$ cat src/rtl/sm83_bus_target.sv
// SM83-style bus target: a small memory window decoded from the latched address,
// with read drive, write capture/commit on wr_n release, and a sticky protocol-error flag.
module sm83_bus_target #(
  parameter int unsigned ADR_WIDTH = 16,
  parameter int unsigned WORD_SIZE = 8,
  parameter int unsigned BASE      = 'hFF80,
  parameter int unsigned SIZE_LOG2 = 7
) (
  input  logic                 clk,
  input  logic                 n_reset,
  input  logic                 t1,
  input  logic                 t2,
  input  logic                 t3,
  input  logic                 t4,
  input  logic [ADR_WIDTH-1:0] a,
  input  logic                 rd_n,
  input  logic                 wr_n,
  input  logic [WORD_SIZE-1:0] d_in,
  output logic [WORD_SIZE-1:0] d_out,
  output logic                 d_oe,
  output logic                 wr_commit,
  output logic                 err,
  input  logic                 err_clr
);

  localparam int unsigned DEPTH = 2 ** SIZE_LOG2;
  localparam logic [ADR_WIDTH:0] BASE_X  = (ADR_WIDTH+1)'(BASE);
  localparam logic [ADR_WIDTH:0] LIMIT_X = BASE_X + (ADR_WIDTH+1)'(DEPTH);

  typedef enum logic [1:0] {IDLE, RD, WR, COMMIT} state_t;

  state_t                 state;
  logic [ADR_WIDTH-1:0]   a_q;
  logic                   hit_q;
  logic [WORD_SIZE-1:0]   data_q;
  logic [WORD_SIZE-1:0]   wdata_q;
  logic [WORD_SIZE-1:0]   mem [DEPTH];

  logic                   hit_a;
  logic [SIZE_LOG2-1:0]   idx_a;
  logic [SIZE_LOG2-1:0]   idx_q;
  logic                   both_low;
  logic                   commit_now;
  logic                   unused_phases;

  // t2..t4 are implied by the registered state; only t1 starts a decode
  assign unused_phases = t2 | t3 | t4;

  assign hit_a      = ({1'b0, a} >= BASE_X) && ({1'b0, a} < LIMIT_X);
  assign idx_a      = SIZE_LOG2'(a - BASE_X[ADR_WIDTH-1:0]);
  assign idx_q      = SIZE_LOG2'(a_q - BASE_X[ADR_WIDTH-1:0]);
  assign both_low   = !rd_n && !wr_n;
  assign commit_now = (state == WR) && wr_n;

  assign d_out = d_oe ? data_q : '0;

  // Store happens on the release edge so a read decoded at the very next t1 sees it
  always_ff @(posedge clk) begin
    if (commit_now) mem[idx_q] <= wdata_q;
  end

  always_ff @(posedge clk or negedge n_reset) begin
    if (!n_reset) begin
      state     <= IDLE;
      a_q       <= '0;
      hit_q     <= 1'b0;
      data_q    <= '0;
      wdata_q   <= '0;
      d_oe      <= 1'b0;
      wr_commit <= 1'b0;
      err       <= 1'b0;
    end else begin
      wr_commit <= 1'b0;
      if (t1) begin
        a_q   <= a;
        hit_q <= hit_a;
      end
      if (both_low) begin
        err   <= 1'b1;
        state <= IDLE;
        d_oe  <= 1'b0;
      end else begin
        if (err_clr) err <= 1'b0;
        if (commit_now) wr_commit <= 1'b1;
        if (t1) begin
          if (state == WR && !wr_n) err <= 1'b1;
          if (hit_a && !rd_n) begin
            state  <= RD;
            d_oe   <= 1'b1;
            data_q <= (commit_now && idx_q == idx_a) ? wdata_q : mem[idx_a];
          end else if (hit_a && !wr_n) begin
            state   <= WR;
            d_oe    <= 1'b0;
            wdata_q <= d_in;
          end else begin
            state <= IDLE;
            d_oe  <= 1'b0;
          end
        end else begin
          case (state)
            IDLE: if (hit_q && !wr_n) begin
              state   <= WR;
              wdata_q <= d_in;
            end
            RD: if (rd_n) begin
              state <= IDLE;
              d_oe  <= 1'b0;
            end
            WR: if (wr_n) state <= COMMIT;
                else      wdata_q <= d_in;
            COMMIT: state <= IDLE;
            default: state <= IDLE;
          endcase
        end
      end
    end
  end

endmodule

$ cat config.mk
export PLATFORM = sky130hd
export DESIGN_NAME = sm83_bus_target
export DESIGN_NICKNAME = d
export VERILOG_FILES = /design/src/rtl/sm83_bus_target.sv
export SDC_FILE = /design/constraint.sdc
export NUM_CORES = 1
export LEC_CHECK = 0
export CAP_MARGIN = 20
export CORE_MARGIN = 3
export CORE_UTILIZATION = 33
export DETAILED_ROUTE_END_ITERATION = 16
export GPL_TIMING_DRIVEN = 1
export PLACE_DENSITY = 0.5
export SETUP_SLACK_MARGIN = 0.4
export SLEW_MARGIN = 10
export SYNTH_ARGS = -nofsm -noshare
export SYNTH_HDL_FRONTEND = slang
export SYNTH_SLANG_ARGS = --single-unit
$ cat constraint.sdc
create_clock -name clk -period 4.25 [get_ports clk]
set_input_delay 1.275 -clock clk [delete_from_list [all_inputs] [get_ports clk]]
set_output_delay 1.275 -clock clk [all_outputs]
set_load 0.05 [all_outputs]
Yosys cells after proc, flatten, opt, wreduce, memory -nomap -nowiden
Memories as Yosys holds them, arrays and structs flattened. A register that Yosys moved wholly into a read port is not among the register bits.
Cells that the tools add are included.
{"block": "totals", "inputBits": 33, "n_memories": 1, "ramBits": 1024, "reg_bits": 21}
{"memory": "mem", "words": 128, "width": 8, "read_ports": 1, "rd_clocked_by_memory_dff": 1, "wr": 1, "line": "37", "rtl": "logic [WORD_SIZE-1:0] mem [DEPTH];"}
{"block": "classes", "reduce_logical": 17, "eq_ne": 10, "bitwise_logic": 1, "mux": 27, "order_cmp": 1, "n_addsub": 2}
{"operator": "$mux W8", "n": 6}
{"operator": "$ge A16 B16 Y1 const B", "n": 1}
{"operator": "$pmux W8 S2", "n": 1}
{"operator": "$mux W2", "n": 7}
{"operator": "$sub A7 B1 Y7 const B", "n": 2}
{"operator": "$mux W1", "n": 12}
{"operator": "$ne A4 B4 Y1 const B", "n": 3}
{"operator": "$reduce_bool A3 Y1", "n": 3}
{"operator": "$pmux W2 S4", "n": 1}
{"operator": "$logic_and A1 B1 Y1", "n": 6}
{"operator": "$ne A3 B3 Y1 const B", "n": 2}
{"operator": "$reduce_and A3 Y1", "n": 2}
{"operator": "$reduce_and A6 Y1", "n": 1}
{"operator": "$eq A2 B2 Y1 const B", "n": 2}
{"operator": "$logic_not A1 Y1", "n": 3}
{"operator": "$eq A2 B1 Y1 const B", "n": 1}
{"operator": "$logic_not A2 Y1", "n": 1}
{"operator": "$ne A2 B1 Y1 const B", "n": 1}
{"operator": "$ne A2 B2 Y1 const B", "n": 1}
{"operator": "$reduce_and A2 Y1", "n": 1}
{"operator": "$not A1 Y1", "n": 1}

Logic depth before layout (Yosys ltp)
{"block": "logic_depth", "ltp_word": 6, "depth_mapped": 12, "ltp_nobuf": 6}

Worst setup path after synthesis
Ideal clock, no wire load.
{"block": "synth_path", "path_kind": "input to register", "start": "input wr_n", "end": "memory mem[80][0] (enable)", "arrival_ns": 3.096, "path_stages": 6, "path_buffers": 2, "path_slack_ns": 0.760, "cell_sequence": "clkbuf_1 -> and3b_1 -> clkbuf_1 -> and2_1 -> nand2_1 -> nor4_1"}
{"block": "synth_via", "elab_chain_cells": 3}
{"element": "start: declaration", "line": "17", "rtl": "input logic wr_n,"}
{"element": "$logic_and A1 B1 Y1", "line": "53", "rtl": "assign commit_now = (state == WR) && wr_n;"}
{"element": "$mux W1", "line": "59", "rtl": "if (commit_now) mem[idx_q] <= wdata_q;"}
{"element": "$mux W1 (not written as such)", "line": "59"}
{"element": "end: declaration", "line": "37"}
Every way passes these cells.

Final worst setup path
{"block": "layout_path", "start": "register d_oe", "end": "output d_out[3]"}
{"block": "layout_via", "elab_chain_cells": 1}
{"element": "start: declaration", "line": "20", "rtl": "output logic d_oe,"}
{"element": "start signal: assignment", "line": "69", "rtl": "d_oe <= 1'b0;"}
{"element": "start signal: assignment", "line": "81", "rtl": "d_oe <= 1'b0;"}
{"element": "start signal: assignment", "line": "89", "rtl": "d_oe <= 1'b1;"}
{"element": "$mux W8", "line": "55", "rtl": "assign d_out = d_oe ? data_q : '0;"}
{"element": "end: declaration", "line": "19", "rtl": "output logic [WORD_SIZE-1:0] d_out,"}
Every way passes these cells.

==> flow_metrics.tcl <==
set metrics [dict create \
    fin_tns_setup_ns 0 \
    clock_sinks 1053 \
    ys_seq_elements 1053 \
    pwr-share-seq_pct 54.1 \
    fp.coreArea_um2 124000 \
    grt_pass1_vias 21000 \
    cts_buffers 109 \
    ys_seq_area_share_pct 76.3 \
    slew-limit-headroom_pct 21.9 \
    dp_hpwl_mm 65.8 \
    cts_resized 0 \
    drive_above_1_share_pct 30.4 \
    hold_viol 0 \
    min_period_ns 3.46 \
    maxSlewViolCount 0 \
    first_pass_iters 7 \
    synth_area_um2 41200 \
    first_iter_violations 1706 \
    cts-root-buf "clkbuf_16" \
    path_delay_family "buffers and inverters" \
    die_x_um 360 \
    rsz0062_at_grt "no" \
    dpl_cell_area_um2 44900 \
    fin_nets 2235 \
    insertion_delay_ns 0.73 \
    ant_nets 0 \
    synth_cells 1944 \
    switching_share_pct 23.6 \
    ys_warn_count 0 \
    powerDensity_nw_per_um2 502 \
    tightest_slew_ns 1.17 \
    final.setup_skew_ns 0.0605 \
    synth_edf_count 1024 \
    switchingPower_mw 5.74 \
    fmax_mhz 289 \
    required_ns 2.97 \
    critPathMaxStageDelay_ns 0.82 \
    cp-end-kind "primary output" \
    path_class "reg -> out" \
    synth-simple-area-share_pct 3.43 \
    layoutNonFillerInstCount 3936 \
    synthAdderAreaFrac_pct 0 \
    cap_viol_max_count 0 \
    post_cts_buffers 0 \
    gp_congestion 0.823 \
    nFillCells 11100 \
    cp_max_fo 10 \
    overflow 0 \
    synth-compound-area-share_pct 2.37 \
    initial_core_util_pct 33.3 \
    utilization_pct 39.2 \
    clk_pin_slew_ns 0.06 \
    area_growth_pct 17.7 \
    wl_mm 101 \
    htree_levels 3 \
    cts_tree "yes" \
    antenna_found_initial 3 \
    grtUsageTotal_pct 15.6 \
    path_buf_inv 1 \
    synth_mux_area_share_pct 16.2 \
    hold_buffers 0 \
    fin_crit_sh_pct 81.5 \
    synth_nets 1977 \
    grt_max_degree 101 \
    arrival_ns 2.19 \
    port_buffers 40 \
    async_flop_share_pct 2.75 \
    vias_per_cell 5.16 \
    synth_area_per_cell_um2 21.2 \
    drc 0 \
    synth-xor-area-share_pct 0.149 \
    ios 44 \
    p_int_mw 18.6 \
    synth_top_family_by_area "multiplexers" \
    rows 129 \
    slowest_stage "clkdlybuf4s50_1" \
    outcome "finished clean" \
    wl_per_cell_um 25.7 \
    vias 20300 \
    hold_class "reg -> reg" \
    grt_first_pass_wirelength_mm 148 \
    die_area_um2 129000 \
    synth-main-ff-cell "edfxtp_1" \
    peakVddDrop_uv 297 \
    startpoint_type "flop" \
    setup_viol 0 \
    leakage_nw 15.4 \
    design_area_um2 48500 \
    worstPathCellList "and2_1, clkdlybuf4s50_1" \
    combinationalPowerShare_pct 6.9 \
    clockBufferDepth 3 \
    clockPowerShare_pct 39.0 \
    synth.distinct_cells 57 \
    numPlacedInstances 3726 \
    dieHeight_um 360 \
]
## through the flow
step	power, mW	hold WS (ns)	setup slack [ns]
2_1_floorplan	14.1	0.471	0.760
3_3_place_gp	15.0	0.482	0.236
3_5_place_dp	15.1	0.511	0.259
4_1_cts	24.6	0.525	0.711
5_1_grt	25.2	0.556	0.692
6_report	24.4	0.546	0.787
## worst register-to-register path: stages, from the launching register on
cell     delay [ns]
dfrtp_1        0.63
or3b_2         0.60
or4b_2         1.05
buf_4          0.30
nor2_1         0.11
buf_4          0.23
## power by group through the flow
stage	clock network (mW)	registers, mW	logic [mW]
2_1_floorplan	0	13.4	0.634
3_3_place_gp	0	13.5	1.46
3_5_place_dp	0	13.6	1.51
4_1_cts	9.73	13.4	1.51
5_1_grt	10.2	13.3	1.81
6_report	9.49	13.2	1.68
## kinds of logic after synthesis
logic type	count (synthesis)
simple gates	295
compound gates	135
mux	330
xor+xnor	7
flops	1053
buf+inv	124
## flip-flops by register name, indices dropped and copies added, names as in the netlist
signal / flops
wdata_q: 8
state: 2
mem: 1024
d_oe: 1
err: 1
hit_q: 1
a_q: 7
data_q: 8
wr_commit: 1
## worst paths after layout
check / to / cells after the start / slack, ns / startpoint
min in group asynchronous: wdata_q[1] / 1 / 0.63 / n_reset
max reg2reg: mem[122][2] / 5 / 1.01 / a_q[1]
min reg2reg: hit_q / 1 / 0.55 / hit_q
min: hit_q / 1 / 0.55 / hit_q
max in group asynchronous: wdata_q[3] / 1 / 3.06 / n_reset
max: d_out[3] / 2 / 0.79 / d_oe
## cell usage after synthesis (all sizes together), types with 13 or more instances
cell type	count	area, um2
nor2b	22	138
nand2	31	116
nor2	147	552
nand4	13	81.3
edfxtp	1024	30700
mux2	26	293
buf	58	388
mux2i	37	370
dfrtp	29	726
a21oi	13	65.1
mux4	267	6010
clkbuf	59	221
o21ai	13	65.1
a22oi	42	315
nand3	25	125
## area by class of cell
cell class | count | area [um2] | area share, %
tap | 1637 | 2050 | 4.22
clock buffer | 143 | 2920 | 6.01
sequential | 1053 | 31500 | 64.9
multi-input combinational | 767 | 9130 | 18.8
clock inverter | 62 | 664 | 1.37
antenna | 3 | 7.51 | 0.0155
timing repair buffer | 264 | 2250 | 4.64
inverter | 7 | 26.3 | 0.0541
## metal layers
metal	wire length [um]	up-vias	share of wire (%)	track usage, %
li1	-	8642	-	-
met1	45000	11000	44	21.9
met2	48600	590	48	25.1
met3	5500	121	5.4	2.63
met4	2250	0	2.2	4.59
met5	0	-	0	0
## cell usage in the layout, fill, tap and decap left out, types with 7 or more instances in the layout
cell / Yosys / layout
mux2_2: 26 / 26
a211oi_1: 11 / 11
edfxtp_1: 1024 / 1024
dfrtp_1: 29 / 21
a221oi_1: 7 / 7
clkdlybuf4s50_1: 0 / 34
clkbuf_1: 59 / 30
nand4_1: 13 / 13
o21ai_1: 7 / 7
mux4_2: 267 / 267
mux2i_1: 37 / 37
inv_1: 7 / 7
nand2_1: 31 / 31
clkbuf_16: 0 / 111
nand3_1: 25 / 25
bufinv_16: 0 / 12
nor2_1: 147 / 147
and2_1: 12 / 12
a22oi_1: 42 / 42
dfrtp_4: 0 / 8
nand3b_1: 10 / 10
buf_12: 0 / 11
a311oi_1: 8 / 8
nor2b_1: 22 / 22
buf_4: 15 / 212
o22ai_1: 7 / 7
clkinv_1: 0 / 20
a21oi_1: 13 / 13
clkinv_2: 0 / 21
No activity file was read; power rests on OpenSTA's default activity.
